--- src/rtl/cmd_pkg.sv ---
// Shared definitions for the SD CMD-path arbiter: field widths and FSM encoding.
package cmd_pkg;

    localparam int CMD_INDEX_W = 6;
    localparam int CMD_ARG_W   = 32;
    localparam int CMD_RSP_W   = 48;

    typedef enum logic [2:0] {
        ST_IDLE  = 3'd0,
        ST_ISSUE = 3'd1,
        ST_WAIT  = 3'd2,
        ST_ABORT = 3'd3,
        ST_DONE  = 3'd4
    } state_t;

endpackage

--- src/rtl/rr_arbiter.sv ---
// Round-robin winner selection. The winner is combinational from the request
// vector and the priority pointer. The pointer moves to one past the served
// requester when advance_i is pulsed.
module rr_arbiter #(
    parameter int NUM_REQ = 2
) (
    input  logic               clk_i,
    input  logic               rst_i,
    input  logic [NUM_REQ-1:0] req_i,
    input  logic               advance_i,
    input  logic [NUM_REQ-1:0] grant_i,
    output logic [NUM_REQ-1:0] winner_o
);

    localparam int PTR_W = (NUM_REQ > 1) ? $clog2(NUM_REQ) : 1;

    logic [PTR_W-1:0]   ptr_q;
    logic [PTR_W-1:0]   ptr_d;
    logic [NUM_REQ-1:0] winner_hi_s;
    logic [NUM_REQ-1:0] winner_lo_s;

    // Lowest requester at or above the pointer wins; otherwise wrap to the lowest overall.
    always_comb begin
        winner_hi_s = {NUM_REQ{1'b0}};
        winner_lo_s = {NUM_REQ{1'b0}};
        for (int j = NUM_REQ - 1; j >= 0; j--) begin
            if (req_i[j] && (j >= int'(ptr_q))) begin
                winner_hi_s    = {NUM_REQ{1'b0}};
                winner_hi_s[j] = 1'b1;
            end else begin
                winner_hi_s = winner_hi_s;
            end
            if (req_i[j]) begin
                winner_lo_s    = {NUM_REQ{1'b0}};
                winner_lo_s[j] = 1'b1;
            end else begin
                winner_lo_s = winner_lo_s;
            end
        end
        if (|winner_hi_s) begin
            winner_o = winner_hi_s;
        end else begin
            winner_o = winner_lo_s;
        end
    end

    // Next pointer: one past the requester just served, wrapping to zero.
    always_comb begin
        ptr_d = ptr_q;
        if (advance_i) begin
            for (int j = 0; j < NUM_REQ; j++) begin
                if (grant_i[j]) begin
                    ptr_d = (j == NUM_REQ - 1) ? {PTR_W{1'b0}} : PTR_W'(j + 1);
                end else begin
                    ptr_d = ptr_d;
                end
            end
        end else begin
            ptr_d = ptr_q;
        end
    end

    // Priority pointer register; requester 0 starts with top priority.
    always_ff @(posedge clk_i or posedge rst_i) begin
        if (rst_i) begin
            ptr_q <= {PTR_W{1'b0}};
        end else begin
            ptr_q <= ptr_d;
        end
    end

endmodule

--- src/rtl/cmd_arbiter.sv ---
// Shares one SD host CMD controller between NUM_REQ requesters. Requesters are
// picked round-robin and served one command at a time. A local response
// timeout drives the controller's timeout input. The response and status are
// returned to the requester that was granted.
module cmd_arbiter
    import cmd_pkg::*;
#(
    parameter int NUM_REQ        = 2,
    parameter int TIMEOUT_CYCLES = 64,
    parameter int CNT_W          = 7
) (
    input  logic                       iClock_host,
    input  logic                       iReset,
    input  logic [NUM_REQ-1:0]         iReq,
    input  logic [6*NUM_REQ-1:0]       iReq_index,
    input  logic [32*NUM_REQ-1:0]      iReq_argument,
    output logic [NUM_REQ-1:0]         oGrant,
    output logic [NUM_REQ-1:0]         oDone,
    output logic [CMD_RSP_W-1:0]       oResponse,
    output logic                       oRsp_timeout,
    output logic                       oRsp_index_error,
    output logic                       oNew_command,
    output logic [CMD_INDEX_W-1:0]     oCmd_index,
    output logic [CMD_ARG_W-1:0]       oCmd_argument,
    output logic                       oTimeout_enable,
    output logic                       oTimeout,
    input  logic                       iIdle_out,
    input  logic                       iCommand_complete,
    input  logic                       iCommand_index_error,
    input  logic [CMD_RSP_W-1:0]       iResponse
);

    localparam logic [CNT_W-1:0] CNT_LAST = CNT_W'(TIMEOUT_CYCLES - 1);

    state_t                   state_q, state_d;
    logic [CNT_W-1:0]         cnt_q, cnt_d;
    logic [NUM_REQ-1:0]       grant_q, grant_d;
    logic [NUM_REQ-1:0]       done_q, done_d;
    logic [CMD_RSP_W-1:0]     rsp_q, rsp_d;
    logic                     rsp_to_q, rsp_to_d;
    logic                     rsp_ie_q, rsp_ie_d;
    logic                     new_cmd_q, new_cmd_d;
    logic [CMD_INDEX_W-1:0]   idx_q, idx_d;
    logic [CMD_ARG_W-1:0]     arg_q, arg_d;
    logic                     ten_q, ten_d;
    logic                     to_q, to_d;

    logic [NUM_REQ-1:0]       winner_s;
    logic [CMD_INDEX_W-1:0]   sel_idx_s;
    logic [CMD_ARG_W-1:0]     sel_arg_s;
    logic                     advance_s;

    // The pointer advances during the single DONE cycle.
    assign advance_s = (state_q == ST_DONE);

    rr_arbiter #(
        .NUM_REQ (NUM_REQ)
    ) u_rr (
        .clk_i     (iClock_host),
        .rst_i     (iReset),
        .req_i     (iReq),
        .advance_i (advance_s),
        .grant_i   (grant_q),
        .winner_o  (winner_s)
    );

    // Mux the winning requester's index and argument. The winner is one-hot, so OR-reduce.
    always_comb begin
        sel_idx_s = {CMD_INDEX_W{1'b0}};
        sel_arg_s = {CMD_ARG_W{1'b0}};
        for (int r = 0; r < NUM_REQ; r++) begin
            if (winner_s[r]) begin
                sel_idx_s = sel_idx_s | iReq_index[r*CMD_INDEX_W +: CMD_INDEX_W];
                sel_arg_s = sel_arg_s | iReq_argument[r*CMD_ARG_W +: CMD_ARG_W];
            end else begin
                sel_idx_s = sel_idx_s;
                sel_arg_s = sel_arg_s;
            end
        end
    end

    // FSM state register.
    always_ff @(posedge iClock_host or posedge iReset) begin
        if (iReset) begin
            state_q <= ST_IDLE;
        end else begin
            state_q <= state_d;
        end
    end

    // FSM next state. In WAIT, a completion takes priority over expiry.
    always_comb begin
        state_d = state_q;
        case (state_q)
            ST_IDLE: begin
                if ((|iReq) && iIdle_out) state_d = ST_ISSUE;
                else                      state_d = ST_IDLE;
            end
            ST_ISSUE: begin
                if (!iIdle_out) state_d = ST_WAIT;
                else            state_d = ST_ISSUE;
            end
            ST_WAIT: begin
                if (iCommand_complete)      state_d = ST_DONE;
                else if (cnt_q == CNT_LAST) state_d = ST_ABORT;
                else                        state_d = ST_WAIT;
            end
            ST_ABORT: begin
                if (iIdle_out) state_d = ST_DONE;
                else           state_d = ST_ABORT;
            end
            ST_DONE: state_d = ST_IDLE;
            default: state_d = ST_IDLE;
        endcase
    end

    // FSM outputs and datapath next values. All outputs are registered from these.
    always_comb begin
        cnt_d     = cnt_q;
        grant_d   = grant_q;
        idx_d     = idx_q;
        arg_d     = arg_q;
        rsp_d     = rsp_q;
        rsp_to_d  = rsp_to_q;
        rsp_ie_d  = rsp_ie_q;

        // Latch the winner and its command fields only when a grant is issued.
        if ((state_q == ST_IDLE) && (state_d == ST_ISSUE)) begin
            grant_d = winner_s;
            idx_d   = sel_idx_s;
            arg_d   = sel_arg_s;
        end else if (state_q == ST_DONE) begin
            grant_d = {NUM_REQ{1'b0}};
        end else begin
            grant_d = grant_q;
        end

        // Timeout counter: cleared while issuing, counts while waiting.
        if (state_q == ST_ISSUE) begin
            cnt_d = {CNT_W{1'b0}};
        end else if (state_q == ST_WAIT) begin
            cnt_d = cnt_q + CNT_W'(1);
        end else begin
            cnt_d = cnt_q;
        end

        // Capture the response on completion, or force it to zero after an abort.
        if ((state_q == ST_WAIT) && iCommand_complete) begin
            rsp_d    = iResponse;
            rsp_to_d = 1'b0;
            rsp_ie_d = iCommand_index_error;
        end else if ((state_q == ST_ABORT) && iIdle_out) begin
            rsp_d    = {CMD_RSP_W{1'b0}};
            rsp_to_d = 1'b1;
            rsp_ie_d = 1'b0;
        end else begin
            rsp_d    = rsp_q;
            rsp_to_d = rsp_to_q;
            rsp_ie_d = rsp_ie_q;
        end

        // new_command starts one cycle into ISSUE, giving the two-cycle request
        // latency, and drops as WAIT is entered.
        new_cmd_d = (state_q == ST_ISSUE) && (state_d == ST_ISSUE);
        ten_d     = (state_d != ST_IDLE);
        to_d      = (state_d == ST_ABORT);
        done_d    = (state_d == ST_DONE) ? grant_q : {NUM_REQ{1'b0}};
    end

    // Datapath and output registers.
    always_ff @(posedge iClock_host or posedge iReset) begin
        if (iReset) begin
            cnt_q     <= {CNT_W{1'b0}};
            grant_q   <= {NUM_REQ{1'b0}};
            done_q    <= {NUM_REQ{1'b0}};
            rsp_q     <= {CMD_RSP_W{1'b0}};
            rsp_to_q  <= 1'b0;
            rsp_ie_q  <= 1'b0;
            new_cmd_q <= 1'b0;
            idx_q     <= {CMD_INDEX_W{1'b0}};
            arg_q     <= {CMD_ARG_W{1'b0}};
            ten_q     <= 1'b0;
            to_q      <= 1'b0;
        end else begin
            cnt_q     <= cnt_d;
            grant_q   <= grant_d;
            done_q    <= done_d;
            rsp_q     <= rsp_d;
            rsp_to_q  <= rsp_to_d;
            rsp_ie_q  <= rsp_ie_d;
            new_cmd_q <= new_cmd_d;
            idx_q     <= idx_d;
            arg_q     <= arg_d;
            ten_q     <= ten_d;
            to_q      <= to_d;
        end
    end

    assign oGrant           = grant_q;
    assign oDone            = done_q;
    assign oResponse        = rsp_q;
    assign oRsp_timeout     = rsp_to_q;
    assign oRsp_index_error = rsp_ie_q;
    assign oNew_command     = new_cmd_q;
    assign oCmd_index       = idx_q;
    assign oCmd_argument    = arg_q;
    assign oTimeout_enable  = ten_q;
    assign oTimeout         = to_q;

endmodule

--- config.mk ---
export PLATFORM = sky130hd
export DESIGN_NAME = cmd_arbiter
export DESIGN_NICKNAME = d
export VERILOG_FILES = /design/src/rtl/cmd_pkg.sv /design/src/rtl/rr_arbiter.sv /design/src/rtl/cmd_arbiter.sv
export SDC_FILE = /design/constraint.sdc
export NUM_CORES = 1
export LEC_CHECK = 0
export CAP_MARGIN = 10
export CORE_MARGIN = 2
export CORE_UTILIZATION = 40
export DETAILED_ROUTE_END_ITERATION = 8
export PLACE_DENSITY_LB_ADDON = 0.12
export SLEW_MARGIN = 20
export SYNTH_ARGS = -nofsm -noshare
export SYNTH_HDL_FRONTEND = slang
export SYNTH_SLANG_ARGS = --single-unit
--- constraint.sdc ---
create_clock -name iClock_host -period 4 [get_ports iClock_host]
set_input_delay 0.8 -clock iClock_host [delete_from_list [all_inputs] [get_ports iClock_host]]
set_output_delay 0.8 -clock iClock_host [all_outputs]
set_load 0.1 [all_outputs]
==> key figures <==
Status
  – Outcome: finished clean

STA
  – FMAX: 0.362 GHz
  – Final Cycle Share: 69.0%
  – Fin Clk Skew: 0.00960 ns
  – Final Hold Vio Count: 0
  – RSZ-0062 raised after global routing: false
  – Post-route minimum period: 2.76 ns
  – Setup violators final: 0
  – Worst Max-Slew Pin Slew: 1.08 ns
  – Max Slew Vio Count: 0
  – Setup TNS Final: 0 ns
  – Rel. slew slack: 28.0%

Floorplan
  – Core footprint: 10900 µm²
  – Initial Utilization: 41.1%
  – Die X: 110 µm
  – Die height: 110 µm
  – Num rows: 38
  – # IOs: 226
  – Die ar.: approximately 12000 µm²

GRT
  – GRT overflow: 0
  – Vias in the first global route: 3844
  – Initial antenna violation count: 0
  – First-pass GRT wire length: 19300 µm
  – Largest net degree at the start of global routing: between 60 and 70
  – Total track usage: 20.7%

Synthesis
  – Area share of fa/ha/maj cells after synthesis: 0.280%
  – Register area share after synthesis: around 60%
  – Mux share of post-synthesis cell area: around 10%
  – Top post-synthesis cells by count: dfrtp_1, a22o_1, a32o_1
  – Number of synthesized flops with an enable pin: 0
  – Dominant cell type by area after synthesis: dfrtp_1
  – Post-synthesis cell count: about 330
  – Synthesized flop and latch total: about 110
  – Synth Flop Type: dfrtp_1
  – Post-synth ARST share: 100%
  – Synth Area in XOR/XNOR: 0%
  – Most common cell in the netlist: dfrtp_1
  – Ys Warns: 0
  – Compound-Gate Fraction of Synth Area: 22.2%
  – Share of the synthesized area in the top cell type: 59.3%
  – Post-Synth Simple-Gate Area: 4.67%
  – Post-synth cell types: 42
  – Post-Syn Area: around 4500 µm²
  – Largest family of logic cells by synthesized area: compound AO/OA/AOI/OAI gates
  – Syn Nets: 464
  – Top cells by area, synth: dfrtp_1, a22o_1, a32o_1
  – Syn avg cell area: 13.5 µm²

Detailed routing
  – Antenna viol nets, final: 0
  – Final wirelength: ~12000 µm
  – Detailed-router iteration count before antenna repair: 6
  – Vias: 3696
  – Met3 WL: 1120 µm
  – Vias per cell: about 5.4
  – # DRC: 0
  – Met1 wire length: 5010 µm
  – Met2 routed wirelength: a little over 6000 µm
  – Max layer used: met4
  – Routed len/inst: 18.1 µm
  – DR iter-0 viols: approximately 190

Worst setup path
  – Worst Setup SP: oGrant[0]
  – Setup CP Type: reg -> out
  – Required @ worst endpoint: 3.20 ns
  – Critical path cell sequence: clkdlybuf4s50_1
  – CP top delay family: buffers and inverters
  – Critical-path maximum fanout: 4
  – R2r startpoint: state_q[0]
  – Worst Setup Start Kind: flip-flop
  – Slowest library cell on the worst path: clkdlybuf4s50_1
  – CP Capture Type: output port
  – Max incr delay on CP: 1.19 ns
  – CP Buf/Inv Count: 1
  – Critical Path AT: 1.96 ns

Finish
  – P&R area growth vs syn: 56.8%
  – Ratio of cells with drive above 1 in the final layout: 6.75%
  – Final #Nets: about 680
  – Diode count: 0

CTS
  – CTS max path bufs: 2
  – TritonCTS clock tree: built
  – Postcts setup bufs: 0
  – Root Buffer Master: clkbuf_8
  – Post_cts resized: 0
  – Clk_lat worst skew: 0.36 ns
  – CTS Buf Count: 9
  – CTS Hold Bufs: 0
  – H-tree Lvls: 3
  – Clk pin slew, worst setup/hold paths: roughly 0.09 ns
  – Clock Sink Count: roughly 110

Worst hold path
  – Hold crit path type: reg -> reg
  – Hold path start: oCmd_argument[29]

Flow run
  – Max_cap viols: 0

Place
  – IO buf count: 225
  – GPL Wtd Cong: 0.757
  – Post-DP HPWL: around 9000 µm
[final cells by class]
| class | count | area (µm²) |
|---|---|---|
| clock buffer | 10 | 138 |
| clock inverter | 6 | 40.0 |
| fill | 877 | 3880 |
| inverter | 5 | 21.3 |
| multi-input combinational | 191 | 1680 |
| sequential | 106 | 2650 |
| tap | 140 | 175 |
| timing repair buffer | 230 | 2300 |
[cell families (layout without fill, tap and decap cells)]
| kind of cell | after synthesis | count (layout) |
|---|---|---|
| AOI/OAI and AO/OA | 116 | 116 |
| DFF | 106 | 106 |
| muxes | 40 | 40 |
| buffers and inverters | 35 | 251 |
| and+or+nand+nor | 34 | 34 |
| adders and majority gates | 1 | 1 |
[cell usage in the layout (no fill, tap or decap), drive strengths merged]
cell / count
o31ai: 2
nand3b: 1
clkinv: 3
o21ai: 7
nand4: 1
nor2: 5
mux2i: 1
a21oi: 8
clkinvlp: 1
a31oi: 3
nor2b: 1
ha: 1
or3b: 2
nor3: 1
nor4: 1
a32o: 38
buf: 5
clkbuf: 10
dfrtp: 106
nand2: 5
a41oi: 1
or4: 1
o2111a: 1
a21boi: 2
nand2b: 5
o2bb2ai: 1
nand4bb: 1
or3: 4
o211ai: 1
and3: 1
a21o: 2
a22oi: 1
clkdlybuf4s50: 225
a22o: 49
nor4bb: 2
mux2: 39
inv: 7
and2: 2
or2: 1
[metrics by stage]
| stage | hold WS, ns | instance area [µm²] | setup slack, ns | utilization (%) | std cells |
|---|---|---|---|---|---|
| floorplan | 0.454 | 4470 | 0.411 | - | 332 |
| global placement | 0.467 | 6830 | 1.20 | 62.8 | 672 |
| detailed placement | 0.476 | 6830 | 1.17 | 62.8 | 672 |
| CTS | 0.498 | 7010 | 1.22 | 64.4 | 688 |
| global route | 0.512 | 7010 | 1.19 | 64.4 | 688 |
| finish | 0.491 | 7010 | 1.24 | 64.4 | 688 |
[flip-flops by register name (all words and copies together), names as in the netlist]
| signal | count |
|---|---|
| oRsp_timeout | 1 |
| cnt_q | 7 |
| oTimeout_enable | 1 |
| state_q | 3 |
| oResponse | 48 |
| oTimeout | 1 |
| u_rr.ptr_q | 1 |
| oGrant | 2 |
| oDone | 2 |
| oCmd_argument | 32 |
| oNew_command | 1 |
| oRsp_index_error | 1 |
| oCmd_index | 6 |
[worst paths after layout]
kind / end / slack [ns] / cells after the start
max reg2reg: oCmd_argument[5] / 1.70 / 4
min: oCmd_argument[29] / 0.49 / 1
max in group asynchronous: oResponse[0] / 2.41 / 3
min reg2reg: oCmd_argument[29] / 0.49 / 1
min in group asynchronous: oCmd_argument[1] / 0.85 / 2
max: oGrant[0] / 1.24 / 1
[per-layer routing]
| layer | up-vias | global-route usage, % |
|---|---|---|
| li1 | 1717 | - |
| met1 | 1807 | 24.4 |
| met2 | 156 | 35.4 |
| met3 | 16 | 6.64 |
| met4 | 0 | 7.41 |
| met5 | - | 0 |
Power is left out: the tool's default activity adds up to more than one toggle a clock period on the data nets, which glitch-free logic cannot reach.
